**src/rtl/restoring_divider_16_bit.sv**
```systemverilog
// 16-bit unsigned restoring divider: one quotient bit per clock, trial subtraction
// on a hierarchical carry-lookahead adder, with a start/busy/done handshake.

module CLA_4_bit (
    input  logic [3:0] a,
    input  logic [3:0] b,
    input  logic       c_in,
    output logic [3:0] sum,
    output logic       p_out,
    output logic       g_out
);
    logic [3:0] p;
    logic [3:0] g;
    logic [3:0] c;

    always_comb begin
        p    = a ^ b;
        g    = a & b;
        c[0] = c_in;
        c[1] = g[0] | (p[0] & c_in);
        c[2] = g[1] | (p[1] & g[0]) | (p[1] & p[0] & c_in);
        c[3] = g[2] | (p[2] & g[1]) | (p[2] & p[1] & g[0]) | (p[2] & p[1] & p[0] & c_in);
        sum  = p ^ c;
        p_out = &p;
        g_out = g[3] | (p[3] & g[2]) | (p[3] & p[2] & g[1]) | (p[3] & p[2] & p[1] & g[0]);
    end
endmodule

module CLA_16_bit #(
    parameter int NUM_LANES = 4
) (
    input  logic [15:0] a,
    input  logic [15:0] b,
    input  logic        c_in,
    output logic [15:0] sum,
    output logic        bp,
    output logic        bg
);
    logic [NUM_LANES-1:0][3:0] a_l;
    logic [NUM_LANES-1:0][3:0] b_l;
    logic [NUM_LANES-1:0][3:0] s_l;
    logic [NUM_LANES-1:0]      gp;
    logic [NUM_LANES-1:0]      gg;
    logic [NUM_LANES-1:0]      gc;

    assign a_l = a;
    assign b_l = b;
    assign sum = s_l;

    // Second-level lookahead: block carries straight from group P/G, no ripple.
    always_comb begin
        gc[0] = c_in;
        gc[1] = gg[0] | (gp[0] & c_in);
        gc[2] = gg[1] | (gp[1] & gg[0]) | (gp[1] & gp[0] & c_in);
        gc[3] = gg[2] | (gp[2] & gg[1]) | (gp[2] & gp[1] & gg[0]) | (gp[2] & gp[1] & gp[0] & c_in);
        bp    = &gp;
        bg    = gg[3] | (gp[3] & gg[2]) | (gp[3] & gp[2] & gg[1]) | (gp[3] & gp[2] & gp[1] & gg[0]);
    end

    for (genvar i = 0; i < NUM_LANES; i++) begin : g_lane
        CLA_4_bit u_cla4 (
            .a     (a_l[i]),
            .b     (b_l[i]),
            .c_in  (gc[i]),
            .sum   (s_l[i]),
            .p_out (gp[i]),
            .g_out (gg[i])
        );
    end
endmodule

module restoring_divider_16_bit #(
    parameter int WIDTH = 16
) (
    input  logic             clk,
    input  logic             rst,
    input  logic             start,
    input  logic [WIDTH-1:0] dividend,
    input  logic [WIDTH-1:0] divisor,
    output logic             busy,
    output logic             done,
    output logic [WIDTH-1:0] quotient,
    output logic [WIDTH-1:0] remainder,
    output logic             div_by_zero
);
    typedef enum logic [1:0] {IDLE, RUN, DONE} state_t;

    state_t           state_q,     state_d;
    logic [WIDTH-1:0] dvs_q,       dvs_d;
    logic [WIDTH-1:0] qr_q,        qr_d;
    // The partial remainder is 17 bits wide during the trial, but after every
    // iteration it is below the divisor, so its top bit is always 0 and not stored.
    logic [WIDTH-1:0] r_q,         r_d;
    logic [3:0]       cnt_q,       cnt_d;
    logic [WIDTH-1:0] quot_q,      quot_d;
    logic [WIDTH-1:0] rem_q,       rem_d;
    logic             dbz_q,       dbz_d;

    logic [WIDTH:0]   s;
    logic [WIDTH-1:0] diff;
    logic             bp, bg, c16, t16;

    assign s   = {r_q, qr_q[WIDTH-1]};
    assign c16 = bg | (bp & 1'b1);
    assign t16 = s[WIDTH] ^ 1'b1 ^ c16;

    CLA_16_bit u_sub (
        .a    (s[WIDTH-1:0]),
        .b    (~dvs_q),
        .c_in (1'b1),
        .sum  (diff),
        .bp   (bp),
        .bg   (bg)
    );

    always_comb begin
        state_d = state_q;
        dvs_d   = dvs_q;
        qr_d    = qr_q;
        r_d     = r_q;
        cnt_d   = cnt_q;
        quot_d  = quot_q;
        rem_d   = rem_q;
        dbz_d   = dbz_q;
        case (state_q)
            RUN: begin
                if (!t16) begin
                    r_d  = diff;
                    qr_d = {qr_q[WIDTH-2:0], 1'b1};
                end else begin
                    r_d  = s[WIDTH-1:0];
                    qr_d = {qr_q[WIDTH-2:0], 1'b0};
                end
                cnt_d = cnt_q + 4'd1;
                if (cnt_q == 4'd15) begin
                    state_d = DONE;
                    quot_d  = qr_d;
                    rem_d   = r_d;
                end
            end
            default: begin
                // IDLE and DONE both accept a new request; DONE otherwise falls to IDLE.
                state_d = IDLE;
                if (start) begin
                    if (divisor == '0) begin
                        quot_d  = '1;
                        rem_d   = dividend;
                        dbz_d   = 1'b1;
                        state_d = DONE;
                    end else begin
                        dvs_d   = divisor;
                        qr_d    = dividend;
                        r_d     = '0;
                        cnt_d   = '0;
                        dbz_d   = 1'b0;
                        state_d = RUN;
                    end
                end
            end
        endcase
    end

    always_ff @(posedge clk or negedge rst) begin
        if (!rst) begin
            state_q <= IDLE;
            dvs_q   <= '0;
            qr_q    <= '0;
            r_q     <= '0;
            cnt_q   <= '0;
            quot_q  <= '0;
            rem_q   <= '0;
            dbz_q   <= 1'b0;
        end else begin
            state_q <= state_d;
            dvs_q   <= dvs_d;
            qr_q    <= qr_d;
            r_q     <= r_d;
            cnt_q   <= cnt_d;
            quot_q  <= quot_d;
            rem_q   <= rem_d;
            dbz_q   <= dbz_d;
        end
    end

    assign busy        = (state_q == RUN);
    assign done        = (state_q == DONE);
    assign quotient    = quot_q;
    assign remainder   = rem_q;
    assign div_by_zero = dbz_q;
endmodule

```
**config.mk**
```make
export PLATFORM = sky130hd
export DESIGN_NAME = restoring_divider_16_bit
export DESIGN_NICKNAME = d
export VERILOG_FILES = /design/src/rtl/restoring_divider_16_bit.sv
export SDC_FILE = /design/constraint.sdc
export NUM_CORES = 1
export LEC_CHECK = 0
export BUFFER_PORTS_ARGS = -buffer_cell sky130_fd_sc_hd__buf_4
export CAP_MARGIN = 25
export CORE_MARGIN = 3
export CORE_UTILIZATION = 57
export DETAILED_ROUTE_END_ITERATION = 8
export PLACE_DENSITY = 0.8
export SETUP_SLACK_MARGIN = 0.05
export SYNTH_ARGS = -nofsm -noshare
export SYNTH_HDL_FRONTEND = slang
export SYNTH_HIERARCHICAL = 1
export SYNTH_SLANG_ARGS = --single-unit
```
**constraint.sdc**
```tcl
create_clock -name clk -period 3.3 [get_ports clk]
set_input_delay 0.495 -clock clk [delete_from_list [all_inputs] [get_ports clk]]
set_output_delay 0.495 -clock clk [all_outputs]
set_load 0.02 [all_outputs]
```
* Yosys cells after proc, flatten, opt, wreduce, memory -nomap -nowiden
Index checks and enable logic that the tools add are counted.
Word-level totals: logic and storage cells 177, bits in registers 87, input port bits 35, output and inout port bits 35
Cells by class: reduce and logical (&&, ||, !) cells 12, bitwise operators 127, $add $sub $neg 1, mux-type cells 24, equality and inequality tests 5
Operators with widths (count):
- $mux 16 | 15
- $and 1x1->1 | 64
- $or 1x1->1 | 46
- $xor 4x4->4 | 8
- $and 4x4->4 | 4
- $logic_not 16->1 | 1
- $not 16->16 | 1
- $reduce_and 16->1 | 1
- $reduce_and 4->1 | 4
- $mux 4 | 3
- $mux 2 | 4
- $reduce_and 3->1 | 2
- $add 4x1->4 const B | 1
- $eq 4x4->1 const B | 1
- $reduce_and 2->1 | 2
- $reduce_bool 2->1 | 2
- $not 1->1 | 3
- $eq 2x1->1 const B | 1
- $eq 2x2->1 const B | 1
- $mux 1 | 2
- $ne 2x1->1 const B | 1
- $ne 2x2->1 const B | 1
- $xor 1x1->1 | 1

* Depth between registers and ports, before layout
depth after elaboration 16, depth in mapped cells 14

* By module
Netlist, hierarchy kept.
By module, submodules not included:
- restoring_divider_16_bit | times used 1, cells an instance 340, area an instance 3928.8 sq um
- CLA_4_bit | times used 4, cells an instance 22, area an instance 182.7 sq um
- CLA_16_bit | times used 1, cells an instance 12, area an instance 60.1 sq um

* Least setup slack after synthesis
OpenSTA, ideal clock, no wires.
path type reg-to-reg, start point register r_q[1], end point register rem_q[12] (netlist: remainder[12]), slack 0.624 ns, required time 3.175 ns, stages on the path, launching flop included 13, period minus slack after synthesis 2.676 ns, arrival 2.551 ns, setup time 0.125 ns, buffers on the path 2, cell sequence dfrtp_1 > ha_1 > a21oi_1 > nand2_1 > a21o_1 > a21oi_1 > o21ai_0 > or3_1 > clkbuf_1 > buf_2 > nand3_1 > a31oi_1 > mux2_2
On the way: cells in the longest elaborated chain, start to end 12
RTL lines:
- start, declared | line 93 | logic [WIDTH-1:0] r_q, r_d;
- start signal, assigned | line 177 | r_q <= r_d;
- $and 4x4->4 / $xor 4x4->4 (equally long branches) | line 18, 17
- $and 1x1->1 | line 25 | g_out = g[3] | (p[3] & g[2]) | (p[3] & p[2] & g[1]) | (p[3] & p[2] & p[1] & g[0]);
- $or 1x1->1 / $and 1x1->1 (equally long branches) (2 in a row) | line 25
- $or 1x1->1 (*) | line 25
- via u_sub.gg[0] | line 43 | logic [NUM_LANES-1:0] gg;
- $and 1x1->1 (*) | line 57 | bg = gg[3] | (gp[3] & gg[2]) | (gp[3] & gp[2] & gg[1]) | (gp[3] & gp[2] & gp[1] & gg[0]);
- $or 1x1->1 (*) | line 57
- via bg | line 101 | logic bp, bg, c16, t16;
- $or 1x1->1 (*) | line 104 | assign c16 = bg | (bp & 1'b1);
- $xor 1x1->1 (*) | line 105 | assign t16 = s[WIDTH] ^ 1'b1 ^ c16;
- $mux 16 (*) | line 127 | if (!t16) begin
- $mux 16 (*) | line 135 | if (cnt_q == 4'd15) begin
- $mux 16 (*) | line 125 | case (state_q)
- end signal, assigned | line 180 | rem_q <= rem_d;
- end, declared | line 96 | logic [WIDTH-1:0] rem_q, rem_d;
Mark *: on every way through the listed nets, which the timed path passes. The rest lies on a longest branch. The select of a mux whose other input is x is not followed. A chain may end at the register's enable or synchronous reset.

* Final worst setup path
start point register r_q[0], end point register quot_q[0] (netlist: quotient[0])
On the way: cells in the longest elaborated chain, start to end 11
RTL lines:
- $and 4x4->4 / $xor 4x4->4 (equally long branches) | line 18, 17
- $and 1x1->1 | line 25
- $or 1x1->1 / $and 1x1->1 (equally long branches) | line 25
- $or 1x1->1 (*) | line 25
- via u_sub.gg[0] | line 43
- $and 1x1->1 (*) | line 57
- $or 1x1->1 (*) | line 57
- via bg | line 101
- $or 1x1->1 (*) | line 104
- $xor 1x1->1 (*) | line 105
- $mux 1 (*) | line 127
- $mux 16 (*) | line 135
- $mux 16 (*) | line 125
- end signal, assigned | line 179 | quot_q <= quot_d;
- end, declared | line 95 | logic [WIDTH-1:0] quot_q, quot_d;
Marked as above.

==> results by group <==
Timing
  – Final Skew: 0.0103 ns
  – Relative slew slack: 0.434
  – Post-route setup TNS: 0 ns
  – RSZ-0062 raised after global routing: no
  – Least-Margin Pin Slew: 0.847 ns
  – Final setup violation count: 0
  – Fin. Hold Viols: 0
  – Final Max Tran Viols: 0
  – FMAX: 332 MHz
  – Min Tclk post-route: 3.01 ns
  – Final period utilization: 0.912

Worst setup path
  – Crit Path Max Fanout: 17
  – WP data required: 3.56 ns
  – R2r setup slk: 0.29 ns
  – CP arrival: 3.27 ns
  – Crit path kind: reg2reg
  – CP Capture Type: flop
  – Crit start category: flop

Drt
  – Drt first pass iters: 4
  – DR iter-0 viols: 312
  – Vias/cell: 5.96
  – Routed WL per cell: 17.6 um
  – Vias: 3,675
  – DRT antenna net count: 0
  – Remaining DRCs: 0
  – Drt total wl: 10,900 um

Synthesis
  – Top cells by instance count after synthesis: 87 x dfrtp_1, 35 x inv_1, 34 x mux2_2
  – Synthesized cell area: 0.00472 mm2
  – Synthesis-stage register bit count: 87
  – Unique masters post-synth: 43
  – Ys Warns: 6
  – Most frequent cell after synthesis: dfrtp_1
  – Synth top area share: 0.461
  – Seq/Total Area, Yosys: 0.461
  – Ys async rst share: 1.00
  – Number of synthesized flops with an enable pin: 0
  – Syn Area/Cell: 10.7 um2
  – Mapped Cells: 440
  – Most frequently used flop master after synthesis: dfrtp_1
  – Dominant cells by area after synthesis: dfrtp_1 46%, mux2_2 8.1%, ha_1 5.6%
  – Leading area contributor after synthesis: dfrtp_1

Cells and area
  – Synth-to-Final Area Change: 17.3%
  – Share of post-route cells with drive strength above 1: 0.283
  – Nets: 570
  – Final Util: 0.702
  – N_diodes: 0

Clock tree
  – Worst-path clk slew: 0.09 ns
  – Root Driver: clkbuf_8
  – CTS Buffer Depth: 2
  – Cts-stage hold buffer count: 0
  – Skew-Pair Late Insertion Delay: 0.36 ns
  – Num CTS Buffers: 9
  – H-tree depth: 3
  – Clock tree from TritonCTS: built
  – CTS Sinks: 87

Placed design
  – Routability Congestion: 0.895
  – Port bufs: 69
  – Detailed placement HPWL: 7650 um

Floorplanning
  – Core box area: 0.00789 mm2
  – Die Area: 0.00941 mm2
  – Initial core utilization: 0.598
  – IO Pins: 70
  – Die Wd: 97.0 um
  – Rows: 32
  – Die height: 97.0 um

Global route
  – Initial antenna violation count: 0
  – Number of global-route vias before repair: 3,753
  – First-pass GRT wire length: 18,600 um
  – Top Usage Layer GRT: met2
  – Global-route usage over all layers: 0.239
  – GR Util met3: 0.0469
  – Total grt overflow: 0
  – Met1 GRT Util: 0.336
  – GRT met2 Usage: 0.387
  – Largest net degree at the start of global routing: 60

Run status
  – Status: complete, no violations

Job
  – Max_cap viols: 0

Min path
  – HP Class: in2async
-- cell usage in the layout (no fill, tap or decap), types with 2 or more instances in the layout --
master	instances
a21o_1	9
a21oi_1	9
a21oi_2	6
a221o_1	14
a31oi_1	15
and2_1	29
and4_2	4
buf_4	78
clkbuf_8	9
clkinvlp_4	2
conb_1	4
dfrtp_1	87
fa_1	4
ha_1	21
inv_1	35
inv_2	2
inv_6	2
mux2_2	34
nand2_1	14
nand3_1	23
nand4_1	8
nor2_1	18
nor2b_1	2
nor4_1	4
o21a_1	2
o21ai_0	20
o21ai_2	2
o22a_1	14
o2bb2ai_1	16
or2_2	2
xnor2_1	8
xor2_1	4
-- worst max-delay path: stages, from the launching register on --
cell,delay [ns]
dfrtp_1,0.42
ha_1,0.39
nand3_1,0.12
nand2_1,0.08
a21o_1,0.18
a21oi_1,0.08
o21ai_0,0.40
o21a_1,0.54
nor2_1,0.18
or3_1,0.39
o21a_1,0.11
-- routing by layer --
layer | share of wire | wire length (um)
met1 | 0.46 | 5030
met2 | 0.47 | 5130
met3 | 0.056 | 607
met4 | 0.0080 | 87
met5 | 0 | 0
-- layout make-up --
class	instances	area [um2]
inverter	37	139
fill	598	2350
clock buffer	10	128
tap	102	128
timing repair buffer	79	613
multi-input combinational	296	2280
sequential	87	2180
clock inverter	6	67.6
-- flip-flops by register name (all words and copies together) (netlist names) --
name,flops
dvs_q,16
qr_q,16
quotient,16
r_q,16
remainder,16
cnt_q,4
state_q,2
div_by_zero,1
-- stage by stage --
step                      setup slack, ns  area [um2]  cells  hold WS [ns]
final                               0.289        5530    617        0.0396
after global routing               0.0988        5530    617        0.0485
after CTS                           0.277        5530    617        0.0418
after detailed placement            0.332        5330    601         0.437
after global placement              0.391        5300    600         0.472
after floorplan                     0.624        4730    443         0.199
-- logic make-up after synthesis --
group / count (synthesis) / synth area share
xor+xnor: 12 / 0.0223
buf+inv: 60 / 0.0594
fa+ha+maj: 25 / 0.0726
mux: 35 / 0.0832
simple gates: 109 / 0.126
compound gates: 111 / 0.174
flops: 87 / 0.461
other cells: 1 / 0.000795
-- worst paths after layout --
| check | from | end | cells past startpoint |
|---|---|---|---|
| worst max-delay path | r_q[0] | quotient[0] | 10 |
| worst min-delay path | rst | quotient[3] | 1 |
| worst max register to register | r_q[0] | quotient[0] | 10 |
| worst min register to register | quotient[3] | quotient[3] | 1 |
| max in group asynchronous | rst | remainder[12] | 2 |
| min in group clk | dividend[2] | qr_q[2] | 2 |
-- what timing repair did --
| item | 4_1_cts | 5_1_grt |
|---|---|---|
| gates resized for setup | 0 | 2 |
| setup buffers | 0 | 0 |
| hold endpoints to repair | 0 | 0 |
| endpoints found under the setup margin | 0 | 4 |
Power is left out: the tool's default activity adds up to more than one toggle a clock period on the data nets, which glitch-free logic cannot reach.
